File: src/rtl/uart_receiver_top.sv
// UART receiver (8N1) feeding a small byte FIFO that drives a single
// active-low seven-segment digit. ASCII '0'..'9' are shown as digits and
// every other byte is shown as '-'.
module uart_receiver_top #(
    parameter int CLK_FREQ   = 27000000,
    parameter int BAUD       = 115200,
    parameter int OVERSAMPLE = 16,
    parameter int FIFO_DEPTH = 8
) (
    input  logic       clk,
    input  logic       rst,
    input  logic       RxBit,
    output logic [6:0] sseg
);

    // Sample-tick divider, rounded to the nearest whole clock count.
    localparam int SAMPLE_RATE = BAUD * OVERSAMPLE;
    localparam int DIV_RAW     = (CLK_FREQ + SAMPLE_RATE / 2) / SAMPLE_RATE;
    localparam int DIV         = (DIV_RAW < 1) ? 1 : DIV_RAW;
    localparam int DIV_W       = (DIV < 2) ? 1 : $clog2(DIV);
    localparam logic [DIV_W-1:0] DIV_LAST = DIV_W'(DIV - 1);

    // Tick counting within one bit period.
    localparam int TICK_W = $clog2(OVERSAMPLE + 1);
    localparam logic [TICK_W-1:0] HALF_LAST = TICK_W'(OVERSAMPLE / 2 - 1);
    localparam logic [TICK_W-1:0] FULL_LAST = TICK_W'(OVERSAMPLE - 1);

    // FIFO addressing; pointers carry one extra wrap bit.
    localparam int AW = $clog2(FIFO_DEPTH);
    localparam int PW = AW + 1;

    localparam logic [6:0] SEG_BLANK = 7'b1111111;
    localparam logic [6:0] SEG_DASH  = 7'b0111111;

    typedef enum logic [1:0] {
        ST_IDLE  = 2'd0,
        ST_START = 2'd1,
        ST_DATA  = 2'd2,
        ST_STOP  = 2'd3
    } state_t;

    // Byte to active-low segment pattern (bits g..a).
    function automatic logic [6:0] seg_decode(input logic [7:0] b);
        logic [6:0] p;
        case (b)
            8'h30:   p = 7'b1000000;
            8'h31:   p = 7'b1111001;
            8'h32:   p = 7'b0100100;
            8'h33:   p = 7'b0110000;
            8'h34:   p = 7'b0011001;
            8'h35:   p = 7'b0010010;
            8'h36:   p = 7'b0000010;
            8'h37:   p = 7'b1111000;
            8'h38:   p = 7'b0000000;
            8'h39:   p = 7'b0010000;
            default: p = SEG_DASH;
        endcase
        return p;
    endfunction

    logic              sync1_r;
    logic              sync2_r;
    logic              rx_s;
    logic [DIV_W-1:0]  div_cnt_r;
    logic              tick_s;

    state_t            state_r;
    logic [TICK_W-1:0] tick_cnt_r;
    logic [2:0]        bit_cnt_r;
    logic [7:0]        shift_r;
    logic              push_r;
    logic              armed_r;

    logic [7:0]        mem_r [FIFO_DEPTH];
    logic [PW-1:0]     wr_ptr_r;
    logic [PW-1:0]     rd_ptr_r;
    logic              full_s;
    logic              empty_s;
    logic              do_push_s;
    logic              do_pop_s;
    logic [6:0]        sseg_r;

    // Two-flop synchronizer for the asynchronous serial line (idles high).
    always_ff @(posedge clk or posedge rst) begin
        if (rst) begin
            sync1_r <= 1'b1;
            sync2_r <= 1'b1;
        end else begin
            sync1_r <= RxBit;
            sync2_r <= sync1_r;
        end
    end

    assign rx_s = sync2_r;

    // Free-running divider producing one sample tick every DIV clocks.
    always_ff @(posedge clk or posedge rst) begin
        if (rst) begin
            div_cnt_r <= '0;
        end else if (div_cnt_r == DIV_LAST) begin
            div_cnt_r <= '0;
        end else begin
            div_cnt_r <= div_cnt_r + DIV_W'(1);
        end
    end

    assign tick_s = (div_cnt_r == DIV_LAST);

    // Receive FSM: start detect, mid-bit sampling, stop check and push pulse.
    // armed_r blocks a new start after a framing error until the line is seen high.
    always_ff @(posedge clk or posedge rst) begin
        if (rst) begin
            state_r    <= ST_IDLE;
            tick_cnt_r <= '0;
            bit_cnt_r  <= 3'd0;
            shift_r    <= 8'h00;
            push_r     <= 1'b0;
            armed_r    <= 1'b1;
        end else begin
            push_r <= 1'b0;
            case (state_r)
                ST_IDLE: begin
                    if (rx_s == 1'b1) begin
                        armed_r <= 1'b1;
                    end else if (armed_r) begin
                        tick_cnt_r <= '0;
                        state_r    <= ST_START;
                    end
                end
                ST_START: begin
                    if (tick_s) begin
                        if (tick_cnt_r == HALF_LAST) begin
                            tick_cnt_r <= '0;
                            bit_cnt_r  <= 3'd0;
                            state_r    <= (rx_s == 1'b0) ? ST_DATA : ST_IDLE;
                        end else begin
                            tick_cnt_r <= tick_cnt_r + TICK_W'(1);
                        end
                    end
                end
                ST_DATA: begin
                    if (tick_s) begin
                        if (tick_cnt_r == FULL_LAST) begin
                            tick_cnt_r <= '0;
                            shift_r    <= {rx_s, shift_r[7:1]};
                            if (bit_cnt_r == 3'd7) begin
                                state_r <= ST_STOP;
                            end else begin
                                bit_cnt_r <= bit_cnt_r + 3'd1;
                            end
                        end else begin
                            tick_cnt_r <= tick_cnt_r + TICK_W'(1);
                        end
                    end
                end
                ST_STOP: begin
                    if (tick_s) begin
                        if (tick_cnt_r == FULL_LAST) begin
                            tick_cnt_r <= '0;
                            if (rx_s == 1'b1) begin
                                push_r <= 1'b1;
                            end else begin
                                armed_r <= 1'b0;
                            end
                            state_r <= ST_IDLE;
                        end else begin
                            tick_cnt_r <= tick_cnt_r + TICK_W'(1);
                        end
                    end
                end
                default: begin
                    state_r <= ST_IDLE;
                end
            endcase
        end
    end

    assign empty_s   = (wr_ptr_r == rd_ptr_r);
    assign full_s    = (wr_ptr_r[AW] != rd_ptr_r[AW]) &&
                       (wr_ptr_r[AW-1:0] == rd_ptr_r[AW-1:0]);
    assign do_push_s = push_r && !full_s;
    assign do_pop_s  = !empty_s;

    // FIFO storage; a push into a full FIFO is ignored.
    always_ff @(posedge clk) begin
        if (do_push_s) begin
            mem_r[wr_ptr_r[AW-1:0]] <= shift_r;
        end
    end

    // FIFO pointers; push and pop in the same cycle both advance.
    always_ff @(posedge clk or posedge rst) begin
        if (rst) begin
            wr_ptr_r <= '0;
            rd_ptr_r <= '0;
        end else begin
            if (do_push_s) begin
                wr_ptr_r <= wr_ptr_r + PW'(1);
            end
            if (do_pop_s) begin
                rd_ptr_r <= rd_ptr_r + PW'(1);
            end
        end
    end

    // Display stage: decode the popped byte on the pop edge, otherwise hold.
    always_ff @(posedge clk or posedge rst) begin
        if (rst) begin
            sseg_r <= SEG_BLANK;
        end else if (do_pop_s) begin
            sseg_r <= seg_decode(mem_r[rd_ptr_r[AW-1:0]]);
        end else begin
            sseg_r <= sseg_r;
        end
    end

    assign sseg = sseg_r;

endmodule

File: config.mk
export PLATFORM = sky130hd
export DESIGN_NAME = uart_receiver_top
export DESIGN_NICKNAME = d
export VERILOG_FILES = /design/src/rtl/uart_receiver_top.sv
export SDC_FILE = /design/constraint.sdc
export NUM_CORES = 1
export LEC_CHECK = 0
export ABC_CLOCK_PERIOD_IN_PS = 2600
export CORE_MARGIN = 2
export CORE_UTILIZATION = 35
export CTS_CLUSTER_DIAMETER = 100
export CTS_CLUSTER_SIZE = 28
export DETAILED_ROUTE_END_ITERATION = 10
export PLACE_DENSITY_LB_ADDON = 0.12
export SLEW_MARGIN = 20
export SYNTH_ARGS = -nofsm -noshare
export SYNTH_HDL_FRONTEND = slang
export SYNTH_SLANG_ARGS = --single-unit
File: constraint.sdc
create_clock -name clk -period 2.6 [get_ports clk]
set_input_delay 0.26 -clock clk [delete_from_list [all_inputs] [get_ports clk]]
set_output_delay 0.26 -clock clk [all_outputs]
set_load 0.01 [all_outputs]
# After elaboration in Yosys (flattened, before gate mapping)
# Memories as Yosys holds them, arrays and structs flattened.
# Index checks and enable logic that the tools add are counted.
[totals]
regBits = 41
mem_bits_rw = 64
input_bits = 3
word_cells = 100
memories = 1
[op_classes]
n_addsub = 5
n_eq_ne = 33
mux = 37
reduce_logical = 12
[memory_table]
columns = ["memory", "words", "word_bits", "rd", "rd_ports_with_merged_regs", "wr", "line", "text"]
rows = [
  ["mem_r", 8, 8, 1, 0, 1, "74", "logic [7:0] mem_r [FIFO_DEPTH];"],
]
[ops]
columns = ["operator", "count"]
rows = [
  ["$eq A8 B6 Y1 const B", 10],
  ["$pmux W7 S10", 1],
  ["$mux W5", 6],
  ["$ne A2 B2 Y1 const B", 12],
  ["$mux W2", 10],
  ["$mux W3", 5],
  ["$pmux W5 S3", 1],
  ["$add A4 B1 Y4 const B", 3],
  ["$mux W1", 10],
  ["$reduce_and A9 Y1", 1],
  ["$pmux W2 S4", 1],
  ["$pmux W3 S2", 1],
  ["$reduce_and A6 Y1", 1],
  ["$add A5 B1 Y5 const B", 1],
  ["$eq A5 B3 Y1 const B", 1],
  ["$eq A5 B4 Y1 const B", 1],
  ["$reduce_and A5 Y1", 1],
  ["$eq A2 B2 Y1 const B", 2],
  ["$eq A4 B4 Y1", 1],
  ["$eq A4 B4 Y1 const B", 1],
  ["$mux W4", 1],
  ["$reduce_and A4 Y1", 1],
  ["$reduce_bool A2 Y1", 2],
  ["$add A3 B1 Y3 const B", 1],
  ["11 further kinds", 12],
]

# Logic depth before layout (Yosys ltp)
[logic_depth]
ltp_word = 6
mapped_depth = 8

# Worst setup path before layout
# Ideal clock, no wire load.
[synth_path]
path_kind = "register -> register"
start = "reg rd_ptr_r[0]"
end = "mem mem_r[0][0] (enable)"
arrival_ns = 1.997
slack_ns = 0.220
path_stages_with_launch = 8
path_buffers = 2
period_less_slack_ns = 2.380
path_cell_list = "dfrtp_1 -> buf_6 -> buf_4 -> xnor2_1 -> nand3_1 -> o21ai_0 -> or2_2 -> nor3_1"
[synth_between]
elab_chain_len = 6
[synth_lines]
columns = ["item", "line", "text"]
rows = [
  ["from (decl)", "76", "logic [PW-1:0] rd_ptr_r;"],
  ["from (signal assigned)", "201", "rd_ptr_r <= rd_ptr_r + PW'(1);"],
  ["$eq A3 B3 Y1", "180", "(wr_ptr_r[AW-1:0] == rd_ptr_r[AW-1:0]);"],
  ["$logic_and A1 B1 Y1", "179", "assign full_s = (wr_ptr_r[AW] != rd_ptr_r[AW]) &&"],
  ["$logic_not A1 Y1", "181", "assign do_push_s = push_r && !full_s;"],
  ["$logic_and A1 B1 Y1", "181", ""],
  ["$mux W1", "186", "if (do_push_s) begin"],
  ["$mux W1 (not written as such)", "187", "mem_r[wr_ptr_r[AW-1:0]] <= shift_r;"],
  ["to (decl)", "74", ""],
]
# No other way between the ends.

# Worst setup path after layout
[layout_path]
start = "reg rd_ptr_r[0]"
end = "reg sseg_r[3] (netlist: sseg[3])"
[layout_between]
elab_chain_len = 3
[layout_lines]
columns = ["item", "line", "text"]
rows = [
  ["$mem_v2 Z8 W8", "-", ""],
  ["$eq A8 B6 Y1", "45", "case (b)"],
  ["$pmux W7 S10", "45", ""],
  ["to (signal assigned)", "211", "sseg_r <= seg_decode(mem_r[rd_ptr_r[AW-1:0]]);"],
  ["to (signal assigned)", "213", "sseg_r <= sseg_r;"],
  ["to (decl)", "81", "logic [6:0] sseg_r;"],
]
# Several ways; a longest one is shown, not always the timed one.
# A chain may end at the register's enable or synchronous reset.

==> reports/results.tsv <==
metric	value	unit
grt_max_degree	42	
async_flop_share	39.05	%
ff2ff_setup_slack	0.26	ns
synth_edf_count	64	
diodes	0	
p_leak	1.653	nW
drive_gt1_share	19.94	%
num_rows	40	
finalCriticalPeriod	2.344	ns
yosysTopAreaCell	edfxtp_1	
cts-root-buf	clkbuf_16	
fin_ws	0.2561	ns
dp_cells	478	
netlist_top_cells_count	64 x edfxtp_1, 32 x nand2_1, 31 x dfrtp_1	
setup-tns-final	0	ns
hold_slack	0.3197	ns
hold_violations	0	
finalMaxSlewViolations	0	
use_met2	20.43	%
ctsHoldBuffers	0	
vias_per_cell	4.727	
grt.total_usage	13.00	%
clock_skew	0.007953	ns
ir_drop	0.3732	mV
fin_cells	494	
io_pins	10	
hpwl	5239	um
drt-pass1-iter-count	4	
die_x	115.4	um
met1_usage	17.84	%
clock_path_buffers	2	
arrival	2.63	ns
synth_ff_type	edfxtp_1	
ys_seq_area_share	68.13	%
clock-sinks	105	
rsz0062_at_grt	false	
core-area	12060	um^2
status	complete, no violations	
cts_made_buffers	9	
clock_latency	0.34	ns
die-height	115.4	um
cts-resized-gates	0	
grt.overflow.total	0	
cts_setup_buffers	0	
drt-initial-drc-count	113	
port_buffers	9	
grt_pass1_vias	2352	
ant_nets	0	
gp_congestion	0.7378	
syn-instance-count	295	
endpoint_kind	flop	
crit_path_start_kind	flop	
wl_per_cell	15.66	um
max-slew-margin-rel	37.27	%
yosysWarnings	0	
yosysUniqueCellTypes	51	
ys_ff_latch	105	
syn-num-nets	305	
dpl_worst_slack	0.2532	ns
ctsHtreeMaxLevel	3	
grt_pass1_wl	12910	um
cap_violations	0	
netlist.area_leader.share	44.23	%
areaGrowthSynthToFinish	14.43	%
n_fill_cell	1092	
routed_wl	7735	um
drcViolationCount	0	
fmax	426.6	MHz
critical_path_class	reg2reg	
timing.final.crit_share	90.15	%
post-route-util	41.22	%
antenna_found_initial	0	
yosysMostFrequentCell	edfxtp_1	
initial_core_util	36.03	%
nets	331	
cp_max_fo	11	
synth.avg_cell_area	14.73	um^2
die-area	13320	um^2
busiest_layer	met2	
synth_area	4345	um^2
hold_class	in2reg	
synth_area_leaders	edfxtp_1 44%, dfrtp_1 18%, dfstp_2 6.0%, mux4_2 4.1%, nand2_1 2.8%	
cts_tree	built	
use_met3	3.138	%
required	2.89	ns
clk_pin_slew	0.07	ns
finalSetupViolCount	0	
worstMarginPinSlew	0.9375	ns
p_per_area	651.6	nW/um^2
vias	2335	
==> worst paths after layout <==
| check | startpoint | endpoint | cells after the start |
|---|---|---|---|
| worst max-delay path | rd_ptr_r[0] | sseg[3] | 6 |
| worst min-delay path | RxBit | sync1_r | 1 |
| worst max register to register | rd_ptr_r[0] | sseg[3] | 6 |
| worst min register to register | sync1_r | rx_s | 0 |
| max in group asynchronous | rst | rx_s | 3 |
| min in group asynchronous | rst | rd_ptr_r[2] | 3 |
==> flip-flops by register name, summed over array words and instances (netlist names), 3 cells and up, named ones only <==
register	flops
tick_cnt_r	5
bit_cnt_r	3
rd_ptr_r	4
div_cnt_r	4
wr_ptr_r	4
sseg	7
mem_r	64
shift_r	8
==> placed cells by master (no fill, tap or decap), drive strengths merged, types with 5 or more instances in the layout <==
cell type,Yosys,final
nand2,32,32
o22a,6,6
mux2,11,11
dfstp,10,10
dfrtp,31,31
clkbuf,2,9
o21ai,14,14
a21oi,10,10
buf,5,13
ha,7,7
mux2i,7,7
nand3,10,10
mux4,8,8
inv,9,9
xnor2,8,8
nor3,5,5
nor2,21,21
clkinv,0,6
edfxtp,64,64
clkdlybuf4s50,0,9
==> where the power goes <==
part	internal (W)	switching [W]	total [W]	leakage (nW)
Clock	0.000646	0.000590	0.00124	0.129
Combinational	0.0000606	0.0000959	0.000156	0.562
Sequential	0.00180	0.0000522	0.00185	0.962
==> kinds of logic (layout without fill, tap and decap cells) <==
logic type	after synthesis	count (layout)	share of synthesized area (%)
AO/OA/AOI/OAI	42	42	6.363
XOR/XNOR	12	12	2.419
adder cells (fa/ha/maj)	7	7	2.015
buffers and inverters	16	47	1.785
flip-flops	105	105	68.13
multiplexers	26	26	9.358
AND/OR/NAND/NOR	87	87	9.934
==> layer usage <==
layer	wire length, um	up-vias
met3	170	8
met1	3797	1156
met5	0	-
li1	-	1147
met2	3666	24
met4	100	0
==> worst max-delay path, stage by stage, from the launching register on <==
cell and delay (ns):
dfrtp_1 0.68, buf_4 0.28, mux4_2 0.54, mux2i_4 0.30
nand2_1 0.15, a21oi_2 0.18, o32a_1 0.16
==> metrics by stage <==
stage | cell area (um^2) | total power (W)
detailed placement | 4702 | 0.002039
CTS | 4972 | 0.003288
floorplan | 4345 | 0.001995
global placement | 4702 | 0.002035
finish | 4972 | 0.003240
global route | 4972 | 0.003382
==> area by class of cell <==
| class | count | area [um^2] | share of cell area [%] |
|---|---|---|---|
| clock buffers | 9 | 225.2 | 4.529 |
| repair buffers | 22 | 187.7 | 3.775 |
| inverters | 9 | 36.28 | 0.7297 |
| clock inverters | 7 | 45.04 | 0.9059 |
| well taps | 168 | 210.2 | 4.227 |
| flip-flops and latches | 105 | 2960 | 59.54 |
| multi-input cells | 174 | 1308 | 26.30 |
No activity file was read; power rests on OpenSTA's default activity.
==> RTL edit (config.mk and constraints unchanged) <==
The parameter `FIFO_DEPTH` goes from 8 to 4.
--- a/src/rtl/uart_receiver_top.sv
+++ b/src/rtl/uart_receiver_top.sv
@@ -6,5 +6,5 @@
     parameter int BAUD       = 115200,
     parameter int OVERSAMPLE = 16,
-    parameter int FIFO_DEPTH = 8
+    parameter int FIFO_DEPTH = 4
 ) (
     input  logic       clk,
Formal check against the unedited RTL: same outputs for any inputs over 10 cycles, from zero or initial values and one cycle with rst high; that may be too few to reach the edited logic, so the function may still have changed.
==> RTL edit against the original RTL <==
Setup slack better by 240 ps; critical path depth fell by 2; routed wire length is 37% lower; die area shrank 28%; non-clock buffer count down 12; final area down 31%; worst hold slack gained 4.7 ps; power fell by 31%; synthesized area fell by 29%; combinational power rose by 32%; sequential cell count fell by 34; highest routed layer unchanged.
==> RTL edit: results (changes against the original RTL) <==
drt initial violations=62 (-45%); fin worst setup slack=493 ps (+237 ps); Final Core Density=39.9% (-1.3 points); Clock Skew=8.06 ps (+0.107 ps); start point of the critical path=rd_ptr_r[0]; Sw Ratio=26.1% (+3.3 points); Final Routed Wirelength=4.85 mm (-37%); critical path endpoint=sseg[0]; sequential power=0.00130 W (-30%); total power draw=0.00224 W (-31%); Placed Instances=338 (-29%); Largest stage delay, worst path=640 ps (-40 ps); Slew Limit Headroom=59.1% (+22 points); Crit Path Max Fanout=9 (-2); wire length per cell=13.7 um (-12%); EDFF count, synth=32 (-50%); syn_area_per_cell=13.8 um2 (-6.5%); share of layout cells above drive strength 1=17.9% (-2.1 points); DRT met1 WL=2.34 mm (-38%); clock-net power=0.000735 W (-41%); GR Util met1=14.7% (-3.2 points); critical path's slowest cell=mux4_2; first-pass GRT wire length=8.29 mm (-36%); hold wc startpoint=RxBit; status=completed; met2 Use GR=16.5% (-3.9 points); Reg2Reg Setup Slack=490 ps (+240 ps); met2 wire len=2.25 mm (-39%); Final nets=254 (-23%); worst reg-to-reg path cell count=4 (-2); GRT Overall Usage=11.0% (-2.0 points); vias per cell=4.92 (+4.1%); P_leak=1.30 nW (-21%); Synth async-reset ratio=54.9% (+16 points); synth unique cells=45 (-12%); Root Buffer=clkbuf_8; vias in the first global route=1663 (-29%); hpwl dp=3.30 mm (-37%); crit path DAT=2390 ps (-240 ps); fillers=819 (-25%); WHS=324 ps (+4.69 ps); M3 GR Usage=2.43% (-0.70 points); GP Congestion=0.695 (-5.9%); syn nets=237 (-22%); max FFs per register=32 (-50%); peak supply drop=0.247 mV (-34%); Commonest cells post-synth=edfxtp_1 (32), dfrtp_1 (29), nand2_1 (17); synth top area cells=edfxtp_1 (31%), dfrtp_1 (24%), dfstp_2 (8.5%), mux2_2 (4.4%), ha_1 (4.1%); post-synthesis sequential area ratio=63.2% (-5.0 points)
-- RTL edit: changes by cell type in the layout (fill, tap and decap cells not counted), moves of 5 or more --
| cell | before | now |
|---|---|---|
| edfxtp_1 | 64 | 32 |
| nand2_1 | 32 | 17 |
| buf_4 | 13 | 1 |
| clkbuf_16 | 9 | 0 |
| clkbuf_8 | 0 | 9 |
| nor2_1 | 19 | 10 |
| o22a_1 | 6 | 0 |
| a31oi_1 | 1 | 6 |
| inv_1 | 7 | 12 |
| mux4_2 | 8 | 3 |
| nand3_1 | 10 | 5 |
-- RTL edit: cells by family after synthesis --
logic type,synth area share (%)
multiplexers,9.24
XOR/XNOR,1.99
buffers and inverters,2.43
flip-flops,63.2
AND/OR/NAND/NOR,12.0
adder cells (fa/ha/maj),4.05
AO/OA/AOI/OAI,7.13
-- RTL edit: layout make-up --
type                       instances  area share (%)
tap                              108            3.92
clock inverter                     4           0.653
inverter                          12            1.31
clock buffer                      12            3.92
timing repair buffer              10            2.83
sequential                        71            56.6
multi-input combinational        137            30.8
